--- src/rtl/uart_host_bridge.sv ---
// Host-side byte FIFOs between a valid/ready host interface and a UART with sticky
// receive flags; TX strobes are paced on the UART busy signal.
module uart_host_bridge #(
  parameter int DEPTH = 4
) (
  input  logic       clk,
  input  logic       rst,
  input  logic       host_tx_valid,
  input  logic [7:0] host_tx_data,
  output logic       host_tx_ready,
  output logic       host_rx_valid,
  output logic [7:0] host_rx_data,
  input  logic       host_rx_ready,
  output logic       rx_overflow,
  output logic [7:0] rx_err_count,
  input  logic       clear_status,
  output logic       uart_transmit,
  output logic [7:0] uart_tx_byte,
  input  logic       uart_is_transmitting,
  input  logic       uart_received,
  input  logic [7:0] uart_rx_byte,
  input  logic       uart_recv_error,
  output logic       uart_recv_ack
);

  // state       | meaning
  // T_IDLE      | waiting for a queued byte and an idle UART
  // T_WAIT_BUSY | strobe issued, waiting for the UART to report busy
  // T_WAIT_DONE | UART transmitting, waiting for busy to fall
  typedef enum logic [1:0] {T_IDLE, T_WAIT_BUSY, T_WAIT_DONE} tx_state_e;

  localparam int AW = (DEPTH > 1) ? $clog2(DEPTH) : 1;
  localparam int CW = AW + 1;
  localparam logic [CW-1:0] FULL = CW'(DEPTH);

  tx_state_e     state_q, state_d;
  logic [7:0]    tx_mem_q [DEPTH];
  logic [7:0]    tx_mem_d [DEPTH];
  logic [7:0]    rx_mem_q [DEPTH];
  logic [7:0]    rx_mem_d [DEPTH];
  logic [AW-1:0] tx_wr_q, tx_wr_d, tx_rd_q, tx_rd_d;
  logic [AW-1:0] rx_wr_q, rx_wr_d, rx_rd_q, rx_rd_d;
  logic [CW-1:0] tx_cnt_q, tx_cnt_d, rx_cnt_q, rx_cnt_d;
  logic          uart_transmit_q, uart_transmit_d;
  logic [7:0]    uart_tx_byte_q, uart_tx_byte_d;
  logic          uart_recv_ack_q, uart_recv_ack_d;
  logic          rx_overflow_q, rx_overflow_d;
  logic [7:0]    rx_err_count_q, rx_err_count_d;
  logic          tx_push, tx_pop, rx_capture, rx_room, rx_push, rx_pop, rx_drop, err_inc;

  assign host_tx_ready = tx_cnt_q < FULL;
  assign host_rx_valid = rx_cnt_q != '0;
  assign host_rx_data  = rx_mem_q[rx_rd_q];
  assign uart_transmit = uart_transmit_q;
  assign uart_tx_byte  = uart_tx_byte_q;
  assign uart_recv_ack = uart_recv_ack_q;
  assign rx_overflow   = rx_overflow_q;
  assign rx_err_count  = rx_err_count_q;

  always_comb begin
    tx_push  = host_tx_valid && host_tx_ready;
    tx_pop   = (state_q == T_IDLE) && (tx_cnt_q != '0) && !uart_is_transmitting;
    tx_mem_d = tx_mem_q;
    tx_wr_d  = tx_wr_q;
    tx_rd_d  = tx_rd_q;
    tx_cnt_d = tx_cnt_q;
    if (tx_push) begin
      tx_mem_d[tx_wr_q] = host_tx_data;
      tx_wr_d = tx_wr_q + AW'(1);
    end
    if (tx_pop) tx_rd_d = tx_rd_q + AW'(1);
    case ({tx_push, tx_pop})
      2'b10:   tx_cnt_d = tx_cnt_q + CW'(1);
      2'b01:   tx_cnt_d = tx_cnt_q - CW'(1);
      default: tx_cnt_d = tx_cnt_q;
    endcase
  end

  always_comb begin
    state_d         = state_q;
    uart_transmit_d = 1'b0;
    uart_tx_byte_d  = uart_tx_byte_q;
    case (state_q)
      T_IDLE: begin
        if (tx_pop) begin
          uart_transmit_d = 1'b1;
          uart_tx_byte_d  = tx_mem_q[tx_rd_q];
          state_d         = T_WAIT_BUSY;
        end
      end
      T_WAIT_BUSY: if (uart_is_transmitting) state_d = T_WAIT_DONE;
      T_WAIT_DONE: if (!uart_is_transmitting) state_d = T_IDLE;
      default:     state_d = T_IDLE;
    endcase
  end

  // The ack cycle blocks capture so the still-high sticky flags are not taken twice.
  always_comb begin
    rx_capture      = (uart_received || uart_recv_error) && !uart_recv_ack_q;
    rx_pop          = host_rx_valid && host_rx_ready;
    rx_room         = (rx_cnt_q != FULL) || rx_pop;
    rx_push         = rx_capture && uart_received && rx_room;
    rx_drop         = rx_capture && uart_received && !rx_room;
    err_inc         = rx_capture && uart_recv_error;
    uart_recv_ack_d = rx_capture;
    rx_mem_d        = rx_mem_q;
    rx_wr_d         = rx_wr_q;
    rx_rd_d         = rx_rd_q;
    rx_cnt_d        = rx_cnt_q;
    if (rx_push) begin
      rx_mem_d[rx_wr_q] = uart_rx_byte;
      rx_wr_d = rx_wr_q + AW'(1);
    end
    if (rx_pop) rx_rd_d = rx_rd_q + AW'(1);
    case ({rx_push, rx_pop})
      2'b10:   rx_cnt_d = rx_cnt_q + CW'(1);
      2'b01:   rx_cnt_d = rx_cnt_q - CW'(1);
      default: rx_cnt_d = rx_cnt_q;
    endcase
  end

  always_comb begin
    rx_overflow_d  = rx_overflow_q || rx_drop;
    rx_err_count_d = rx_err_count_q;
    if (err_inc && (rx_err_count_q != 8'hFF)) rx_err_count_d = rx_err_count_q + 8'd1;
    if (clear_status) begin
      rx_overflow_d  = rx_drop;
      rx_err_count_d = {7'd0, err_inc};
    end
  end

  always_ff @(posedge clk) begin
    tx_mem_q <= tx_mem_d;
    rx_mem_q <= rx_mem_d;
  end

  always_ff @(posedge clk) begin
    if (rst) begin
      state_q         <= T_IDLE;
      tx_wr_q         <= '0;
      tx_rd_q         <= '0;
      tx_cnt_q        <= '0;
      rx_wr_q         <= '0;
      rx_rd_q         <= '0;
      rx_cnt_q        <= '0;
      uart_transmit_q <= 1'b0;
      uart_tx_byte_q  <= 8'd0;
      uart_recv_ack_q <= 1'b0;
      rx_overflow_q   <= 1'b0;
      rx_err_count_q  <= 8'd0;
    end else begin
      state_q         <= state_d;
      tx_wr_q         <= tx_wr_d;
      tx_rd_q         <= tx_rd_d;
      tx_cnt_q        <= tx_cnt_d;
      rx_wr_q         <= rx_wr_d;
      rx_rd_q         <= rx_rd_d;
      rx_cnt_q        <= rx_cnt_d;
      uart_transmit_q <= uart_transmit_d;
      uart_tx_byte_q  <= uart_tx_byte_d;
      uart_recv_ack_q <= uart_recv_ack_d;
      rx_overflow_q   <= rx_overflow_d;
      rx_err_count_q  <= rx_err_count_d;
    end
  end

endmodule

--- config.mk ---
export PLATFORM = sky130hd
export DESIGN_NAME = uart_host_bridge
export DESIGN_NICKNAME = d
export VERILOG_FILES = /design/src/rtl/uart_host_bridge.sv
export SDC_FILE = /design/constraint.sdc
export NUM_CORES = 1
export LEC_CHECK = 0
export ABC_AREA = 1
export BUFFER_PORTS_ARGS = -buffer_cell sky130_fd_sc_hd__buf_2
export CORE_UTILIZATION = 55
export CTS_BUF_LIST = sky130_fd_sc_hd__clkbuf_8 sky130_fd_sc_hd__clkbuf_16
export DETAILED_ROUTE_END_ITERATION = 16
export GPL_TIMING_DRIVEN = 0
export PLACE_DENSITY_LB_ADDON = 0.25
export SLEW_MARGIN = 20
export SYNTH_ARGS = -nofsm -noshare
export SYNTH_HDL_FRONTEND = slang
export SYNTH_SLANG_ARGS = --single-unit
--- constraint.sdc ---
create_clock -name clk -period 2.2 [get_ports clk]
set_input_delay 0.22 -clock clk [delete_from_list [all_inputs] [get_ports clk]]
set_output_delay 0.22 -clock clk [all_outputs]
set_load 0.05 [all_outputs]
## Word-level counts from Yosys, hierarchy flattened

Index checks and enable logic that the tools add are counted.

- Bits of input ports: 24
- Logic and storage cells: 103
- Output and inout bits: 29
- Register bits after elaboration: 99

- Equal/unequal tests: 11
- Add/sub/neg operators: 9
- Bitwise logic cells: 5
- Order comparisons: 7
- Mux-type cells: 22
- Reduce and logical (&&, ||, !) cells: 28

Operator list:

| operator | count |
|---|---|
| bitwise mux 32 bit | 2 |
| 2-to-1 mux 8 bit | 6 |
| binary-select mux 8 bit (select 2 bit) | 2 |
| demux 8 bit (select 2 bit) | 2 |
| >= comparator 3 bit (second input constant) | 4 |
| logical AND 1 bit | 12 |
| NOT 2 -> 3 bit | 4 |
| one-hot mux 3 bit (2 select lines) | 2 |
| adder 2 x 1 -> 2 bit (second input constant) | 4 |
| adder 8 x 1 -> 8 bit (second input constant) | 1 |
| inequality test 8 bit (second input constant) | 1 |
| adder 3 x 1 -> 3 bit (second input constant) | 2 |
| == test 2 x 1 -> 1 bit (second input constant) | 3 |
| == test 2 bit (second input constant) | 3 |
| less-than comparator 3 x 1 -> 1 bit (second input constant) | 2 |
| 2-to-1 mux 2 bit | 3 |
| inequality test 2 bit (second input constant) | 3 |
| one-hot mux 2 bit (3 select lines) | 1 |
| nonzero test 2 bit | 3 |
| nonzero test 3 bit | 2 |
| subtractor 3 x 1 -> 3 bit (second input constant) | 2 |
| 2-to-1 mux 1 bit | 4 |
| OR reduction 2 bit | 2 |
| logical NOT 1 bit | 3 |
| 7 further kinds | 9 |

## Logic depth before layout (Yosys ltp)

Gate-level depths: netlist of run 1.

- Depth after elaboration: 7
- Mapped depth: 12
- Mapped depth without buffers: 12

## Least setup slack after synthesis of run 1

OpenSTA, ideal clock, no wires.

- Path kind: reg-to-reg
- Start point: register uart_recv_ack_q, in the netlist uart_recv_ack
- End point: register rx_cnt_q[2]
- Data required time: 2087 ps
- Stages on the path, launching flop included: 10
- Setup time: 113 ps
- Data arrival time: 1901 ps
- Path slack: 186 ps
- Cell sequence: dfxtp_1 > nor2_1 > nand2_1 > ha_1 > inv_1 > fa_1 > a21oi_1 > o21ai_0 > nor2_1 > nor2_1

- Longest elaborated chain between the ends: 6

Ends and longest elaborated chain:

| element | RTL line | source |
|---|---|---|
| from (decl) | 46 | `logic uart_recv_ack_q, uart_recv_ack_d;` |
| from (signal assigned) | 161 | `uart_recv_ack_q <= uart_recv_ack_d;` |
| logical NOT 1 bit (*) | 99 | `rx_capture = (uart_received \|\| uart_recv_error) && !uart_recv_ack_q;` |
| logical AND 1 bit (*) | 99 |  |
| logical AND 1 bit (*) (2 in a row) | 102 | `rx_push = rx_capture && uart_received && rx_room;` |
| == test 2 x 1 -> 1 bit or == test 2 bit (tied branches) | 115 | `case ({rx_push, rx_pop})` |
| one-hot mux 3 bit (2 select lines) or nonzero test 2 bit (tied branches) | -- |  |
| to (signal assigned) | 158 | `rx_cnt_q <= rx_cnt_d;` |
| to (decl) | 43 | `logic [CW-1:0] tx_cnt_q, tx_cnt_d, rx_cnt_q, rx_cnt_d;` |

Mark *: on every way between the ends. The rest lies on a longest branch, timed or not.
A chain may end at the register's enable or synchronous reset.

## Final worst setup path of run 1

- Start point: register rx_rd_q[0]
- End point: output host_rx_data[7]

- Longest elaborated chain between the ends: 4

Ends and longest elaborated chain:

| element | RTL line | source |
|---|---|---|
| from (decl) | 42 | `logic [AW-1:0] rx_wr_q, rx_wr_d, rx_rd_q, rx_rd_d;` |
| from (signal assigned) | 157 | `rx_rd_q <= rx_rd_d;` |
| NOT 2 -> 3 bit (not written as such) | 53 | `assign host_rx_data = rx_mem_q[rx_rd_q];` |
| binary-select mux 8 bit (select 2 bit) | 53 |  |
| 2-to-1 mux 8 bit (not written as such) (2 in a row) | 53 |  |
| to (decl) | 12 | `output logic [7:0] host_rx_data,` |

No other way between the ends. The select of a mux whose other input is x is not followed.

==> reports/qor.csv, run 1 <==
stage,metric,value,unit
cts,CTS buffer count,9,
worst_setup_path,CP Cell Sequence,"buf_2, inv_1, clkbuf_4, nor2_1, o22ai_1, buf_2",
grt,vias in the first global route,2699,
grt,global-route wire length before repair,12600,um
logic_synthesis,Seq cells post-synth,99,
power,Sw Share,40.0,%
worst_setup_path,crit path DAT,1.87,ns
worst_setup_path,FF-to-FF setup slack,0.27,ns
route,starting DRC count in detailed routing,157,
finish,share of cells above drive strength 1,18.6,%
timing,Final Slew Violations,0,
route,post-route ant nets,0,
place,Port Buffers,51,
logic_synthesis,synthesized cell area,4110,um^2
finish,fin util,64.6,%
worst_setup_path,CP peak stage delay,0.30,ns
worst_setup_path,Worst EP required,1.98,ns
timing,Max transition margin,44.9,%
power,combinational cell fraction of total power,35.1,%
route,via count,2920,
worst_setup_path,"most used cell, CP",buf_2,
power,Reg power frac,44.6,%
grt,initial antenna violation count,0,
logic_synthesis,post-synth cell types,26,
cts,CTS sink count,99,
floorplan,Die Span X,88.5,um
power,Pwr Density,1110,nW/um^2
timing,clk_skew,0.00962,ns
cts,CTS tree,yes,
route,DRT Pass-1 Iters,4,
worst_setup_path,Worst Reg2Reg Path Length in Cells,11,
timing,# setup viols final,0,
floorplan,core area,7250,um^2
power,Pwr Total,5.19,mW
place,Placement Setup Slack,0.216,ns
power,Internal Power,3.11,mW
logic_synthesis,"Seq/Total Area, Yosys",63.7,%
cts,CTS max path bufs,2,
route,Via density,5.15,
power,Net Sw Power,2.08,mW
worst_setup_path,Worst setup startpoint,rx_rd_q[0],
floorplan,Rows,31,
floorplan,IO Count,53,
logic_synthesis,Post-Syn Nets,437,
worst_setup_path,slowest CP cell,dfxtp_1,
grt,Tot GR Track Use,21.8,%
timing,Final Worst Setup Slack,0.105,ns
worst_setup_path,Setup Crit Path Kind,register to primary output,
cts,H-tree depth,3,
worst_setup_path,Reg2Reg Launch Point,rx_cnt_q[2],
timing,Final Hold Viols,0,
worst_setup_path,worst-path maximum fanout,10,
hold_path,worst min path class,input pin to register,
timing,Max Clk Rate,0.477,GHz
logic_synthesis,Yosys top cell by area,edfxtp_1,
place,post-DP HPWL,5410,um
power,VDD IR max,0.603,mV
logic_synthesis,Synth Instances,400,
logic_synthesis,Syn Area/Cell,10.3,um^2
cts,CTS Root Cell,clkbuf_8,
floorplan,Die Y,88.5,um
floorplan,die area,7830,um^2
route,wire length per cell,14.0,um
logic_synthesis,"top cells by area, synth","edfxtp_1 (47%), dfxtp_1 (17%), nor2_1 (7.8%), o21ai_0 (6.4%), inv_1 (3.5%)",
worst_setup_path,Setup crit end kind,primary output,
timing,RSZ-0062 raised after global routing,no,
worst_setup_path,Startpoint Class,register,
grt,GRT overflow,0,
cts,CTS Hold Bufs,0,
finish,nets@finish,500,
flow_run,Max-Cap Viols,0,
floorplan,Initial Utilization,56.7,%
cts,"Clk Latency, worst-skew pair",0.36,ns
worst_setup_path,Critical Path Sink,host_rx_data[7],
power,Leakage,1.85,nW
grt,largest net degree at the start of global routing,18,
run_status,outcome,"finished, final reports clean",
power,clock group share of total power,20.3,%
timing,setup TNS,0,ns
logic_synthesis,yosys warns,0,
route,Post-route DRC,0,
timing,Tcrit/Tclk final,95.2,%
timing,Worst Max-Slew Pin Slew,0.823,ns
place,GPL Wtd Cong,0.830,
timing,final critical-path required period,2.09,ns
finish,Syn-to-layout area delta,14.0,%
route,Post-Route WL,7950,um
worst_setup_path,r2r endpoint,rx_cnt_q[2],
logic_synthesis,Yosys top cell area share,46.7,%
cts,"Reg clk slew, reported paths",0.10,ns
finish,Antenna diodes,0,
-- flip-flops by register name, indices dropped and copies added (netlist names), 3 cells and up --
signal and flops:
tx_mem_q 32, uart_tx_byte 8, rx_mem_q 32, rx_cnt_q 3
rx_err_count 8, tx_cnt_q 3
-- worst max-delay path, delay by kind of cell (launching register included) --
family | cells | cell delay (ns)
buffers and inverters | 4 | 0.97
flip-flops | 1 | 0.30
AO/OA/AOI/OAI | 1 | 0.19
AND/OR/NAND/NOR | 1 | 0.06
-- Yosys cell counts --
library cell  number
a21oi_1           19
a21oi_2            1
buf_2              7
buf_4              1
buf_6              1
clkbuf_1           3
clkinv_1           1
dfxtp_1           35
edfxtp_1          64
fa_1               2
ha_1              11
inv_1             38
inv_2              2
nand2_1           37
nand2_2            1
nand2_4            2
nand3_1           10
nand3_2            1
nand3b_1           2
nand4_1            1
nor2_1            86
nor2_4             2
nor3_1             1
o21ai_0           53
o22ai_1           16
xor2_1             3
-- logic make-up after synthesis --
group / Yosys count / synth area share, %
adders and majority gates: 13 / 4.32
and+or+nand+nor: 143 / 14.6
xor gates and xnor gates: 3 / 0.639
buffers and inverters: 53 / 5.32
DFF: 99 / 63.7
AOI/OAI and AO/OA: 89 / 11.4
-- stage by stage --
stage	instance area (um^2)	hold slack (ns)	std cells
after floorplan	4110	0.319	400
after global placement	4490	0.432	550
after detailed placement	4490	0.436	550
after CTS	4670	0.0629	566
after global routing	4690	0.0592	567
final	4690	0.0667	567
-- cell type report --
cell class                 instances  area [um^2]
timing repair buffer              52          265
tap                               99          124
inverter                          41          158
fill                             578         2560
sequential                        99         2620
clock inverter                     7         52.6
multi-input combinational        248         1270
buffer                            12         67.6
clock buffer                       9          124
-- how the worst min path moves through the flow --
| stage | startpoint | endpoint | slack [ns] | depth (start not counted) |
|---|---|---|---|---|
| 5_1_grt | host_tx_data[4] | tx_mem_q[28] | 0.06 | 1 |
| 3_5_place_dp | host_tx_data[0] | tx_mem_q[24] | 0.44 | 1 |
| 3_3_place_gp | host_tx_data[1] | tx_mem_q[25] | 0.43 | 1 |
| 4_1_cts | host_tx_data[5] | tx_mem_q[21] | 0.06 | 1 |
| 2_1_floorplan | uart_rx_byte[0] | rx_mem_q[0] | 0.32 | 0 |
| 6_report | host_tx_data[0] | tx_mem_q[24] | 0.07 | 1 |
-- power groups by stage --
stage	registers (mW)	logic, mW	clock network, mW
after floorplan	2.58	1.11	0
after detailed placement	2.35	1.80	0
after global placement	2.35	1.75	0
final	2.31	1.82	1.05
after CTS	2.31	1.81	1.07
after global routing	2.34	2.00	1.16
-- routing by layer --
metal | track usage (%) | routed length [um]
met4 | 8.06 | 107
met5 | 0 | 0
met1 | 26.3 | 3510
met2 | 38.9 | 3990
met3 | 4.20 | 345
-- cells in the final DEF (no fill, tap or decap) --
cell type / netlist / final
a21oi_1: 19 / 19
a21oi_2: 1 / 1
buf_2: 7 / 56
buf_4: 1 / 2
buf_6: 1 / 1
clkbuf_1: 3 / 3
clkbuf_4: 0 / 2
clkbuf_8: 0 / 9
clkinv_4: 0 / 1
clkinvlp_4: 0 / 4
dfxtp_1: 35 / 35
edfxtp_1: 64 / 64
fa_1: 2 / 2
ha_1: 11 / 11
inv_1: 38 / 39
inv_2: 2 / 2
inv_6: 0 / 2
nand2_1: 37 / 36
nand2_2: 1 / 2
nand2_4: 2 / 2
nand3_1: 10 / 10
nand3_2: 1 / 1
nand3b_1: 2 / 2
nand4_1: 1 / 1
nor2_1: 86 / 86
nor2_4: 2 / 2
nor3_1: 1 / 1
o21ai_0: 53 / 52
o21ai_1: 0 / 1
o22ai_1: 16 / 16
xor2_1: 3 / 3
-- timing repair --
action	in CTS	in global routing
setup buffers	0	1
resized for setup	0	5
endpoints found under the setup margin	0	6
hold endpoints to repair	0	0
No activity file was read; power rests on OpenSTA's default activity.
==> run 2: changes to the inputs <==
CORE_MARGIN = 2   (was default)
==> reports/qor.csv, run 2 (synthesized netlist as in run 1, its figures left out) <==
stage,metric,value,unit,change
place,Placement Setup Slack,0.206,ns,-0.0103 ns
cts,CTS buffer count,9,,unchanged
floorplan,die area,8190,um^2,+4.6%
grt,largest net degree at the start of global routing,17,,-1
worst_setup_path,Setup crit end kind,primary output,,
worst_setup_path,Worst Reg2Reg Path Length in Cells,11,,unchanged
worst_setup_path,crit path DAT,1.87,ns,about the same
run_status,outcome,"finished, final reports clean",,
power,Sw Share,39.3,%,-0.71 points
power,Leakage,1.86,nW,+0.73%
power,VDD IR max,0.556,mV,-7.8%
finish,final non-filler cell area,4690,um^2,about the same
floorplan,Rows,31,,unchanged
grt,GRT overflow,0,,unchanged
finish,"most common cell after layout, fill and taps aside",nor2_1,,
route,Via density,5.20,,+1.1%
worst_setup_path,FF-to-FF setup slack,0.30,ns,+0.03 ns
power,Internal Power,3.14,mW,+0.86%
cts,CTS Root Cell,clkbuf_8,,
route,Post-route DRC,0,,unchanged
grt,initial antenna violation count,0,,unchanged
floorplan,Die Span X,90.5,um,+2.3%
timing,Final Worst Setup Slack,0.106,ns,+0.000701 ns
place,post-DP HPWL,5340,um,-1.3%
timing,Max transition margin,46.0,%,+1.0 points
place,GPL Wtd Cong,0.810,,-2.4%
worst_setup_path,Startpoint Class,register,,
cts,"Clk Latency, worst-skew pair",0.35,ns,about the same
power,Pwr Density,1100,nW/um^2,-0.37%
cts,CTS max path bufs,2,,unchanged
grt,Tot GR Track Use,20.0,%,-1.8 points
floorplan,core area,7250,um^2,unchanged
timing,final critical-path required period,2.09,ns,-0.000701 ns
finish,fin util,64.7,%,about the same
power,Net Sw Power,2.04,mW,-2.1%
worst_setup_path,worst-path maximum fanout,10,,unchanged
power,combinational cell fraction of total power,35.3,%,+0.2 points
grt,vias in the first global route,2878,,+6.6%
cts,CTS sink count,99,,unchanged
timing,Max Clk Rate,0.478,GHz,about the same
timing,RSZ-0062 raised after global routing,no,,
finish,"commonest non-fill, non-tap cells in the layout","nor2_1 (86), edfxtp_1 (64), buf_2 (58), o21ai_0 (53), inv_1 (39)",,
cts,CTS Hold Bufs,0,,unchanged
hold_path,worst min path class,input pin to register,,
timing,setup TNS,0,ns,unchanged
floorplan,Die Y,90.5,um,+2.3%
flow_run,Max-Cap Viols,0,,unchanged
finish,FF/Latch Area,2620,um^2,unchanged
timing,Final Hold Viols,0,,unchanged
power,Reg power frac,44.6,%,about the same
finish,nets@finish,501,,+0.20%
route,via count,2956,,+1.2%
finish,Top Registers,"rx_mem_q: 32 flops, tx_mem_q: 32 flops",,
floorplan,Initial Utilization,56.7,%,unchanged
finish,share of cells above drive strength 1,18.8,%,+0.17 points
route,starting DRC count in detailed routing,125,,-20%
place,dpl cells,550,,unchanged
worst_setup_path,Worst EP required,1.98,ns,about the same
place,Port Buffers,51,,unchanged
finish,Syn-to-layout area delta,14.0,%,about the same
finish,Final Non-Filler Cells,568,,+0.18%
cts,"Reg clk slew, reported paths",0.09,ns,about the same
cts,H-tree depth,3,,unchanged
finish,fill count,607,,+5.0%
finish,Antenna diodes,0,,unchanged
timing,Tcrit/Tclk final,95.2,%,about the same
route,DRT Pass-1 Iters,4,,unchanged
timing,Worst Max-Slew Pin Slew,0.807,ns,-0.0156 ns
floorplan,IO Count,53,,unchanged
place,Post-DP Area,4490,um^2,unchanged
timing,clk_skew,0.00958,ns,-0.0000450 ns
worst_setup_path,Setup Crit Path Kind,register to primary output,,
hold_path,Hold Path Stages,1,,unchanged
route,Post-Route WL,7850,um,-1.3%
grt,global-route wire length before repair,12900,um,+2.9%
timing,# setup viols final,0,,unchanged
cts,CTS tree,yes,,
route,wire length per cell,13.8,um,-1.4%
finish,Multi-input gate area,1270,um^2,unchanged
timing,Final Slew Violations,0,,unchanged
power,clock group share of total power,20.1,%,-0.2 points
route,post-route ant nets,0,,unchanged
## run 2: cell types whose count changed in the layout (fill, tap and decap cells not counted)
| cell | delta |
|---|---|
| clkbuf_4 | -2 |
| clkbuf_8 | +1 |
| clkinvlp_4 | -2 |
| clkinv_4 | -1 |
| o21ai_0 | +1 |
| clkinv_2 | +2 |
| o21ai_1 | -1 |
| buf_4 | +1 |
| buf_2 | +2 |
## run 2: per-layer routing
metal	vias to the layer above	track usage [%]	wire [um]
met2	66	35.7	4110
met3	11	5.76	376
met4	0	7.05	105
li1	1482	-	-
met5	-	0	0
met1	1397	22.9	3250
## run 2: cell type report
type | instances | share of cell area, %
buffer | 12 | 1.39
clock buffer | 10 | 2.93
clock inverter | 6 | 0.827
inverter | 41 | 3.36
multi-input combinational | 248 | 27.2
sequential | 99 | 55.9
tap | 99 | 2.64
timing repair buffer | 53 | 5.76
## run 2: repair_timing
action	in CTS	in global routing
resized for setup	0	2
setup endpoints to repair	0	2
setup buffers	0	2
## run 2: through the flow
| stage | total power, mW | hold slack [ns] |
|---|---|---|
| 2_1_floorplan | 3.69 | 0.319 |
| 3_3_place_gp | 4.09 | 0.434 |
| 3_5_place_dp | 4.14 | 0.436 |
| 4_1_cts | 5.17 | 0.0607 |
| 5_1_grt | 5.45 | 0.0602 |
| 6_report | 5.17 | 0.0710 |
## run 2: path summary, 6_finish.rpt
kind,to,start
worst min register to register,rx_overflow,rx_overflow
worst max-delay path,host_rx_data[3],rx_rd_q[0]
worst min-delay path,tx_mem_q[3],host_tx_data[3]
worst max register to register,rx_cnt_q[2],rx_cnt_q[0]
## run 2: power groups by stage
| stage | Combinational, mW | Clock, mW | Sequential, mW |
|---|---|---|---|
| global route | 1.99 | 1.13 | 2.33 |
| global placement | 1.75 | 0 | 2.34 |
| floorplan | 1.11 | 0 | 2.58 |
| detailed placement | 1.79 | 0 | 2.35 |
| CTS | 1.80 | 1.06 | 2.31 |
| finish | 1.83 | 1.04 | 2.31 |
## run 2: critical path, stage by stage, from the launching register on
cell     delay (ns)
dfxtp_1        0.30
buf_2          0.16
inv_1          0.22
buf_2          0.28
nor2_1         0.06
o22ai_1        0.20
buf_2          0.30
